File: src/rtl/l2_cmd_fifo_pkg.sv
// Shared types and helpers for the L2 multi-write-port command FIFO.
package l2_cmd_fifo_pkg;

    // Sticky error status reported by the FIFO.
    typedef struct packed {
        logic overflow;
        logic underflow;
    } l2_fifo_status_t;

    // Pointer width for a given entry count.
    function automatic int unsigned ptr_w(input int unsigned depth);
        return (depth > 1) ? $clog2(depth) : 1;
    endfunction

    // Occupancy width: one bit wider than a pointer so DEPTH itself fits.
    function automatic int unsigned cnt_w(input int unsigned depth);
        return ptr_w(depth) + 1;
    endfunction

    // Number of asserted bits in a write-enable vector of up to 32 ports.
    function automatic logic [5:0] popcount_nwr(input logic [31:0] v);
        logic [5:0] n;
        n = '0;
        for (int unsigned i = 0; i < 32; i++) begin
            n = n + {5'b0, v[i]};
        end
        return n;
    endfunction

endpackage

File: src/rtl/l2_fifo_wr_alloc.sv
// Write-slot allocator: maps enabled write ports onto consecutive RAM entries
// starting at tail, in ascending port order (prefix sum of the enables).
module l2_fifo_wr_alloc
    import l2_cmd_fifo_pkg::*;
#(
    parameter int unsigned NWR   = 2,
    parameter int unsigned DEPTH = 8,
    localparam int unsigned PTR_W = ptr_w(DEPTH),
    localparam int unsigned CNT_W = cnt_w(DEPTH),
    localparam int unsigned SEL_W = (NWR > 1) ? $clog2(NWR) : 1
) (
    input  logic [NWR-1:0]              we_i,
    input  logic [PTR_W-1:0]            tail_i,
    output logic [DEPTH-1:0]            ent_we_o,
    output logic [DEPTH-1:0][SEL_W-1:0] ent_sel_o,
    output logic [CNT_W-1:0]            nw_o
);

    logic [PTR_W-1:0] run;
    logic [PTR_W-1:0] slot;

    // Walk the ports in order; each enabled port takes the next free slot.
    always_comb begin
        ent_we_o  = '0;
        ent_sel_o = '0;
        run       = '0;
        slot      = '0;
        for (int unsigned p = 0; p < NWR; p++) begin
            if (we_i[p]) begin
                slot            = tail_i + run;
                ent_we_o[slot]  = 1'b1;
                ent_sel_o[slot] = SEL_W'(p);
                run             = run + PTR_W'(1);
            end
        end
        nw_o = CNT_W'(popcount_nwr(32'(we_i)));
    end

endmodule

File: src/rtl/l2_cmd_fifo_nw.sv
// L2 command FIFO with NWR write ports and one read port. Write groups are
// all-or-nothing against the free space registered at the start of the cycle;
// rejected groups and empty pops raise sticky status bits.
module l2_cmd_fifo_nw
    import l2_cmd_fifo_pkg::*;
#(
    parameter int unsigned WIDTH    = 2,
    parameter int unsigned DEPTH    = 8,
    parameter int unsigned NWR      = 2,
    parameter int unsigned AFULL_TH = DEPTH - 2,
    localparam int unsigned PTR_W = ptr_w(DEPTH),
    localparam int unsigned CNT_W = cnt_w(DEPTH),
    localparam int unsigned SEL_W = (NWR > 1) ? $clog2(NWR) : 1
) (
    input  logic                      clk,
    input  logic                      rst,
    input  logic [NWR-1:0][WIDTH-1:0] din,
    input  logic [NWR-1:0]            we,
    input  logic                      re,
    output logic [WIDTH-1:0]          dout,
    output logic                      empty,
    output logic                      full,
    output logic                      almost_full,
    output logic [CNT_W-1:0]          count,
    output logic [CNT_W-1:0]          free,
    output logic                      overflow,
    output logic                      underflow
);

    logic [WIDTH-1:0] mem_q [DEPTH];

    logic [PTR_W-1:0] head_q, head_d;
    logic [PTR_W-1:0] tail_q, tail_d;
    logic [CNT_W-1:0] count_q, count_d;
    logic             empty_q, full_q, afull_q;
    logic             empty_d, full_d, afull_d;
    l2_fifo_status_t  status_q, status_d;

    logic [DEPTH-1:0]            ent_we;
    logic [DEPTH-1:0][SEL_W-1:0] ent_sel;
    logic [CNT_W-1:0]            nw;
    logic [CNT_W-1:0]            free_w;
    logic [CNT_W-1:0]            nw_acc;
    logic                        accept;
    logic                        rd_acc;

    l2_fifo_wr_alloc #(
        .NWR   (NWR),
        .DEPTH (DEPTH)
    ) u_wr_alloc (
        .we_i      (we),
        .tail_i    (tail_q),
        .ent_we_o  (ent_we),
        .ent_sel_o (ent_sel),
        .nw_o      (nw)
    );

    // Acceptance, pointer, occupancy and flag next-state logic.
    always_comb begin
        free_w   = CNT_W'(DEPTH) - count_q;
        accept   = (nw <= free_w);
        nw_acc   = accept ? nw : '0;
        rd_acc   = re & ~empty_q;
        count_d  = count_q + nw_acc - CNT_W'(rd_acc);
        head_d   = head_q + PTR_W'(rd_acc);
        tail_d   = tail_q + nw_acc[PTR_W-1:0];
        empty_d  = (count_d == '0);
        full_d   = (count_d == CNT_W'(DEPTH));
        afull_d  = (32'(count_d) >= AFULL_TH);
        status_d = status_q;
        if (!accept) begin
            status_d.overflow = 1'b1;
        end
        if (re && empty_q) begin
            status_d.underflow = 1'b1;
        end
    end

    // Control state register with synchronous active-low reset.
    always_ff @(posedge clk) begin
        if (!rst) begin
            head_q   <= '0;
            tail_q   <= '0;
            count_q  <= '0;
            empty_q  <= 1'b1;
            full_q   <= 1'b0;
            afull_q  <= (AFULL_TH == 0);
            status_q <= '0;
        end else begin
            head_q   <= head_d;
            tail_q   <= tail_d;
            count_q  <= count_d;
            empty_q  <= empty_d;
            full_q   <= full_d;
            afull_q  <= afull_d;
            status_q <= status_d;
        end
    end

    // Payload RAM: only written by an accepted group, never reset.
    always_ff @(posedge clk) begin
        for (int unsigned e = 0; e < DEPTH; e++) begin
            if (rst && accept && ent_we[e]) begin
                mem_q[e] <= din[ent_sel[e]];
            end
        end
    end

    assign dout        = mem_q[head_q];
    assign empty       = empty_q;
    assign full        = full_q;
    assign almost_full = afull_q;
    assign count       = count_q;
    assign free        = free_w;
    assign overflow    = status_q.overflow;
    assign underflow   = status_q.underflow;

`ifndef SYNTHESIS
    // Simulation checks on configuration and control-input integrity.
    always_ff @(posedge clk) begin
        assert (DEPTH >= 2 && (DEPTH & (DEPTH - 1)) == 0);
        assert (NWR >= 1 && NWR <= DEPTH && NWR <= 32);
        if (rst) begin
            assert (!$isunknown(we) && !$isunknown(re));
        end
    end
`endif

endmodule

File: config.mk
export PLATFORM = sky130hd
export DESIGN_NAME = l2_cmd_fifo_nw
export DESIGN_NICKNAME = d
export VERILOG_FILES = /design/src/rtl/l2_cmd_fifo_pkg.sv /design/src/rtl/l2_fifo_wr_alloc.sv /design/src/rtl/l2_cmd_fifo_nw.sv
export SDC_FILE = /design/constraint.sdc
export NUM_CORES = 1
export LEC_CHECK = 0
export ABC_CLOCK_PERIOD_IN_PS = 3780
export CORE_ASPECT_RATIO = 0.9
export CORE_MARGIN = 2
export CORE_UTILIZATION = 55
export CTS_CLUSTER_SIZE = 25
export DETAILED_ROUTE_END_ITERATION = 8
export PLACE_DENSITY = 0.81
export SLEW_MARGIN = 5
export SYNTH_ARGS = -nofsm -noshare
export SYNTH_HDL_FRONTEND = slang
export SYNTH_SLANG_ARGS = --single-unit
File: constraint.sdc
create_clock -name clk -period 3.78 [get_ports clk]
set_input_delay 0.756 -clock clk [delete_from_list [all_inputs] [get_ports clk]]
set_output_delay 0.756 -clock clk [all_outputs]
set_load 0.1 [all_outputs]
==> results of run 1 <==
-- final cells by class --
class | count | area [sq um]
multi-input combinational | 112 | 1028
fill | 253 | 964.7
sequential | 31 | 788.3
timing repair buffer | 33 | 292.8
clock buffer | 6 | 82.58
inverter | 15 | 56.30
tap | 44 | 55.05
clock inverter | 2 | 35.03
-- logic make-up (layout without fill, tap and decap cells) --
group	Yosys count	count (layout)	synth area share
adders and majority gates	16	16	0.1154
AOI/OAI and AO/OA	21	21	0.08859
buffers and inverters	18	56	0.04027
DFF	31	31	0.4188
xor gates and xnor gates	8	8	0.04161
and+or+nand+nor	45	45	0.1383
muxes	22	22	0.1570
-- worst max-delay path, stage by stage --
cell	delay [ps]
sky130_fd_sc_hd__clkdlybuf4s50_1	440
sky130_fd_sc_hd__ha_1	310
sky130_fd_sc_hd__inv_1	60
sky130_fd_sc_hd__ha_1	270
sky130_fd_sc_hd__nand2_1	100
sky130_fd_sc_hd__o211ai_1	120
sky130_fd_sc_hd__o21ai_0	260
sky130_fd_sc_hd__ha_1	300
sky130_fd_sc_hd__inv_1	70
sky130_fd_sc_hd__ha_1	220
sky130_fd_sc_hd__and3_1	160
sky130_fd_sc_hd__or4_4	530
sky130_fd_sc_hd__and3_1	180
-- routing by layer --
metal / routed length [um] / up-vias
li1: - / 672
met2: 2037 / 31
met1: 1693 / 673
met4: 60 / 0
met5: 0 / -
met3: 161 / 6
-- through the flow --
stage | std cells | setup WS, ps | TNS, ps | util
2_1_floorplan | 161 | 28.06 | 0 | -
3_3_place_gp | 235 | 3.426 | 0 | 0.6701
3_5_place_dp | 235 | -130.6 | -210.7 | 0.6701
4_1_cts | 243 | 164.8 | 0 | 0.7057
5_1_grt | 243 | -18.85 | -18.85 | 0.7080
6_report | 243 | 177.7 | 0 | 0.7080
-- cells in the final DEF, fill, tap and decap left out, types with 3 or more instances in the layout --
cell type / instances
sky130_fd_sc_hd__a221oi_1: 4
sky130_fd_sc_hd__and2_1: 5
sky130_fd_sc_hd__and3_1: 3
sky130_fd_sc_hd__buf_4: 15
sky130_fd_sc_hd__clkbuf_8: 6
sky130_fd_sc_hd__clkdlybuf4s50_1: 18
sky130_fd_sc_hd__dfxtp_1: 13
sky130_fd_sc_hd__edfxtp_1: 16
sky130_fd_sc_hd__ha_1: 13
sky130_fd_sc_hd__inv_1: 13
sky130_fd_sc_hd__mux2_2: 18
sky130_fd_sc_hd__mux4_2: 4
sky130_fd_sc_hd__nand2_1: 9
sky130_fd_sc_hd__nor2_1: 8
sky130_fd_sc_hd__nor2b_1: 4
sky130_fd_sc_hd__o21ai_0: 4
sky130_fd_sc_hd__o221a_1: 3
sky130_fd_sc_hd__xor2_1: 4
-- repair_timing --
item	4_1_cts	5_1_grt
setup endpoints to repair	0	1
hold buffers	0	0
endpoints found under the hold margin	0	0
gates resized for setup	0	1
-- sequential cells by signal, indices dropped and copies added (netlist names) --
register,cells
underflow,1
almost_full,1
mem_q,16
empty,1
head_q,3
count,4
tail_q,3
full,1
overflow,1
-- how the worst max path moves through the flow --
stage	startpoint	to	slack, ps
2_1_floorplan	count[0]	empty	30
3_3_place_gp	we[1]	empty	3
3_5_place_dp	we[0]	empty	-130
4_1_cts	we[0]	empty	160
5_1_grt	we[1]	empty	-20
6_report	we[1]	empty	180
==> metrics.log, run 1 <==
INFO  metric timing.setup.critical_path_class = primary input to register
INFO  metric mean_area_per_synthesized_cell = 11.58 sq um
INFO  metric maxSlewViolCount = 0
INFO  metric cp.required = 3960 ps
INFO  metric gp_routability_congestion = 0.7671
INFO  metric detail_route.wl_per_cell = 16.27 um
INFO  metric cp_max_fo = 4
INFO  metric finalInstanceArea = 2338 sq um
INFO  metric initial_utilization = 0.5644
INFO  metric final_worst_clock_skew = 6.343 ps
INFO  metric initial_antenna_violation_count = 0
INFO  metric ctsHtreeMaxLevel = 2
INFO  metric synth_seq_area_share = 0.4188
INFO  metric initialDrtViolationCount = 45
INFO  metric post-dp-hpwl = 3013 um
INFO  metric grt_most_used_layer = met2
INFO  metric count_of_antenna_diodes_in_the_layout = 0
INFO  metric numClockSinks = 31
INFO  metric fraction_of_post_synthesis_cell_area_in_the_top_cell_type_by_area = 0.2577
INFO  metric tritoncts_buffers = 5
INFO  metric worstSetupEndpointType = register
INFO  metric core_region_area = 3303 sq um
INFO  metric die_height = 59.23 um
INFO  metric clk_tree_root_cell = sky130_fd_sc_hd__clkbuf_8
INFO  metric timing.reg2reg.setup_slack = 560 ps
INFO  metric grt_pass1_vias = 1431
INFO  metric min_from = underflow
INFO  metric global_route_usage_over_all_layers = 0.2264
INFO  metric synth-edff-count = 16
INFO  metric postCtsSetupRepairBufs = 0
INFO  metric ys_top_cells_by_count = 18 x sky130_fd_sc_hd__mux2_2, 16 x sky130_fd_sc_hd__edfxtp_1, 15 x sky130_fd_sc_hd__dfxtp_1
INFO  metric critical_path_arrival = 3780 ps
INFO  metric timing.final.crit_period = 3602 ps
INFO  metric largest_net_degree_at_the_start_of_global_routing = 15
INFO  metric regToRegStartpoint = count[0]
INFO  metric remaining_drc_errors = 0
INFO  metric synthCells = 161
INFO  metric synth_area_leaders = sky130_fd_sc_hd__edfxtp_1 26%, sky130_fd_sc_hd__dfxtp_1 16%, sky130_fd_sc_hd__mux2_2 11%
INFO  metric drv.max_cap_violation_count = 0
INFO  metric final-hold-violation-count = 0
INFO  metric synth.distinct_cells = 40
INFO  metric rr_endpoint = empty
INFO  metric tritoncts = yes
INFO  metric hold-worst-slack = 478.5 ps
INFO  metric ys_async_sr_fraction = 0
INFO  metric met1_usage = 0.2654
INFO  metric clk_latency = 280 ps
INFO  metric startpoint_type = primary input
INFO  metric layout_worst_path_cycle_share = 0.9530
INFO  metric synth_ff_type = sky130_fd_sc_hd__edfxtp_1
INFO  metric synth_top_area_cell = sky130_fd_sc_hd__edfxtp_1
INFO  metric hold_path.class = register to register
INFO  metric slew_headroom = 0.3358
INFO  metric achievable-frequency = 277.6 MHz
INFO  metric post-synth-top-count-cell = sky130_fd_sc_hd__mux2_2
INFO  metric maximum_buffer_depth_of_the_clock_tree = 2
INFO  metric hold_path_depth = 2
INFO  metric worst_setup_hold_path_clk_slew = 70 ps
INFO  metric route.antenna.remaining_nets = 0
INFO  metric detailedRoute.firstPassIterationCount = 4
INFO  metric io_pins = 24
INFO  metric groute.layer.met3.usage = 0.05513
INFO  metric number_of_warnings_reported_in_the_yosys_synthesis_log = 0
INFO  metric synth_fp_nets = 186
INFO  metric post_route_cells_drive_above_1_share = 0.2814
INFO  metric drt-total-wl = 3953 um
INFO  metric port_buffers = 23
INFO  metric globalRoute.totalOverflow = 0
INFO  metric vias_per_cell = 5.687
INFO  metric die-area = 3872 sq um
INFO  metric slew_at_the_pin_closest_to_its_max_slew_limit = 993.1 ps
INFO  metric routed-via-count = 1382
INFO  metric placedInstanceArea = 2213 sq um
INFO  metric postSynthRegisterBits = 31
INFO  metric setup_viol = 0
INFO  metric nNetsFinal = 223
INFO  metric floorplan.rows = 20
INFO  metric area.growth.synth_to_final = 25.44%
INFO  metric worst_reg2reg_path_length_in_cells = 13
INFO  metric worst_hold_path.endpoint = underflow
INFO  metric synthesis.area = 1864 sq um
INFO  metric die_w = 65.37 um
INFO  metric met2_usage_grt = 0.4038
INFO  metric grt_pass1_wl = 6465 um
INFO  metric run_status = completed
Power of run 1 is not shown: default switching activity piles up to over one toggle a cycle in this logic, so the estimate is an artifact.
==> run 2: changes to the inputs <==
Settings changed: PLACE_DENSITY 0.81 to default, PLACE_DENSITY_LB_ADDON from default to 0.15.
==> metrics.log, run 2 (synthesis results as in run 1) <==
INFO  metric detailedRoute.firstPassIterationCount = 4 (unchanged)
INFO  metric critical_path.top_delay_family = adder cells
INFO  metric rr_endpoint = empty
INFO  metric tritoncts = yes
INFO  metric slew_headroom = 0.3469 (+0.01108)
INFO  metric final_worst_clock_skew = 4.661 ps (-1.682 ps)
INFO  metric die_height = 59.23 um (unchanged)
INFO  metric area.growth.synth_to_final = 24.90%
INFO  metric achievable-frequency = 276.9 MHz (-0.26%)
INFO  metric maximum_buffer_depth_of_the_clock_tree = 2 (unchanged)
INFO  metric clk_tree_root_cell = sky130_fd_sc_hd__clkbuf_8
INFO  metric critical_path.max_stage_delay = 530 ps (about the same)
INFO  metric cp_max_fo = 4 (unchanged)
INFO  metric post_route_cells_drive_above_1_share = 0.2750 (-0.006407)
INFO  metric startpoint_type = primary input
INFO  metric numClockSinks = 31 (unchanged)
INFO  metric global_route_usage_over_all_layers = 0.2351 (+0.008724)
INFO  metric layout.cells.most_common_list = 18 x sky130_fd_sc_hd__mux2_2, 18 x sky130_fd_sc_hd__clkdlybuf4s50_1, 16 x sky130_fd_sc_hd__edfxtp_1, 16 x sky130_fd_sc_hd__buf_4
INFO  metric run_status = completed
INFO  metric cp.required = 3960 ps (about the same)
INFO  metric timing.final.crit_period = 3612 ps (+9.403 ps)
INFO  metric worstSetupEndpointType = register
INFO  metric grt_pass1_wl = 6624 um (+2.5%)
INFO  metric post-dp-hpwl = 3072 um (+2.0%)
INFO  metric hold_path.class = register to register
INFO  metric largest_reg_flops = 16 (unchanged)
INFO  metric nNetsFinal = 224 (+0.45%)
INFO  metric io_pins = 24 (unchanged)
INFO  metric detail_route.wl_per_cell = 16.02 um (-1.5%)
INFO  metric timing.setup.critical_path_class = primary input to register
INFO  metric worst_path_max_delay_cell = sky130_fd_sc_hd__or4_4
INFO  metric vias_per_cell = 5.701 (+0.24%)
INFO  metric regMostFlops = mem_q
INFO  metric layout_worst_path_cycle_share = 0.9555 (+0.002488)
INFO  metric cpMostUsedCell = sky130_fd_sc_hd__ha_1
INFO  metric die-area = 3872 sq um (unchanged)
INFO  metric largest_net_degree_at_the_start_of_global_routing = 15 (unchanged)
INFO  metric gp_routability_congestion = 0.8703 (+13%)
INFO  metric routed-via-count = 1391 (+0.65%)
INFO  metric worst_reg2reg_path_length_in_cells = 13 (unchanged)
INFO  metric regToRegStartpoint = count[0]
INFO  metric ctsHtreeMaxLevel = 2 (unchanged)
INFO  metric globalRoute.totalOverflow = 0 (unchanged)
INFO  metric min_from = overflow
INFO  metric final-hold-violation-count = 0 (unchanged)
INFO  metric setup_viol = 0 (unchanged)
INFO  metric drv.max_cap_violation_count = 0 (unchanged)
INFO  metric die_w = 65.37 um (unchanged)
INFO  metric tritoncts_buffers = 5 (unchanged)
INFO  metric route.antenna.remaining_nets = 0 (unchanged)
INFO  metric slew_at_the_pin_closest_to_its_max_slew_limit = 976.6 ps (-16.57 ps)
INFO  metric floorplan.rows = 20 (unchanged)
INFO  metric count_of_antenna_diodes_in_the_layout = 0 (unchanged)
INFO  metric timing.reg2reg.setup_slack = 550 ps (about the same)
INFO  metric initial_utilization = 0.5644 (unchanged)
INFO  metric critical_path_arrival = 3800 ps (+20 ps)
INFO  metric grt_pass1_vias = 1414 (-1.2%)
INFO  metric grt_setup_unrepaired = false
INFO  metric worst_setup_hold_path_clk_slew = 70 ps (about the same)
INFO  metric critPathBufInv = 2 (-1)
INFO  metric maxSlewViolCount = 0 (unchanged)
INFO  metric initialDrtViolationCount = 54 (+20%)
INFO  metric core_region_area = 3303 sq um (unchanged)
INFO  metric worst_setup_path_startpoint = we[0]
INFO  metric clk_latency = 290 ps (about the same)
INFO  metric drt-total-wl = 3909 um (-1.1%)
INFO  metric critical_path.cell_chain = clkdlybuf4s50_1 -> ha_1 -> ha_1 -> nor2b_1 -> o211ai_1 -> o21ai_1 -> ha_1 -> inv_1 -> ha_1 -> and3_1 -> or4_4 -> and3_1
INFO  metric worst_hold_path.endpoint = overflow
INFO  metric remaining_drc_errors = 0 (unchanged)
INFO  metric initial_antenna_violation_count = 0 (unchanged)
INFO  metric port_buffers = 23 (unchanged)
INFO  metric hold-worst-slack = 473.8 ps (-4.731 ps)
INFO  metric hold_path_depth = 2 (unchanged)
[run 2: changes by cell type in the layout (fill, tap and decap cells not counted), sizes merged]
cell and delta:
buf +1, clkbuf -1, clkinv +1
[run 2: worst register-to-register path, cell delays in order, from the launching register on]
cell                       delay, ps
sky130_fd_sc_hd__dfxtp_4         380
sky130_fd_sc_hd__inv_1            70
sky130_fd_sc_hd__ha_4            260
sky130_fd_sc_hd__inv_1            40
sky130_fd_sc_hd__ha_1            300
sky130_fd_sc_hd__nor2b_1         160
sky130_fd_sc_hd__o211ai_1        280
sky130_fd_sc_hd__o21ai_1         130
sky130_fd_sc_hd__ha_1            310
sky130_fd_sc_hd__inv_1            50
sky130_fd_sc_hd__ha_1            280
sky130_fd_sc_hd__and3_1          160
sky130_fd_sc_hd__or4_4           530
sky130_fd_sc_hd__and3_1          180
[run 2: worst max-delay path by stage]
| stage | slack [ps] | end | cells past startpoint |
|---|---|---|---|
| after floorplan | 30 | empty | 13 |
| after global placement | -1 | empty | 12 |
| after detailed placement | -160 | empty | 12 |
| after CTS | 140 | empty | 12 |
| after global routing | 20 | full | 15 |
| final | 170 | empty | 12 |
[run 2: area by class of cell]
class / instances / area, sq um
Timing Repair Buffer: 34 / 300.3
Tap cell: 44 / 55.05
Clock buffer: 5 / 68.82
Multi-Input combinational cell: 112 / 1021
Sequential cell: 31 / 788.3
Fill cell: 251 / 974.7
Inverter: 15 / 56.30
Clock inverter: 3 / 38.79
[run 2: timing repair]
item,4_1_cts,5_1_grt
setup endpoints to repair,0,2
gates resized for setup,0,1
hold buffers,0,0
buffers inserted,0,0
[run 2: metal layers]
layer / part of all wire / global-route usage
met4: 0.024 / 0.1071
met5: 0 / 0
met1: 0.41 / 0.2780
met2: 0.53 / 0.4111
met3: 0.042 / 0.05323
[run 2: stage by stage]
stage	cell area [sq um]	utilization	cells	setup slack, ps	TNS, ps
3_3_place_gp	2221	0.6723	236	-1.193	-1.193
4_1_cts	2328	0.7049	244	137.7	0
2_1_floorplan	1884	-	161	28.06	0
5_1_grt	2328	0.7049	244	23.45	0
6_report	2328	0.7049	244	168.3	0
3_5_place_dp	2221	0.6723	236	-164.9	-386.0
Power of run 2 is left out for the same reason.
==> run 3: changes to the inputs <==
Settings changed: SLEW_MARGIN 5 to default.
==> results of run 3 <==
Final layout, timing and power as in run 2 (identical DEF).
Power of run 3 is left out for the same reason.
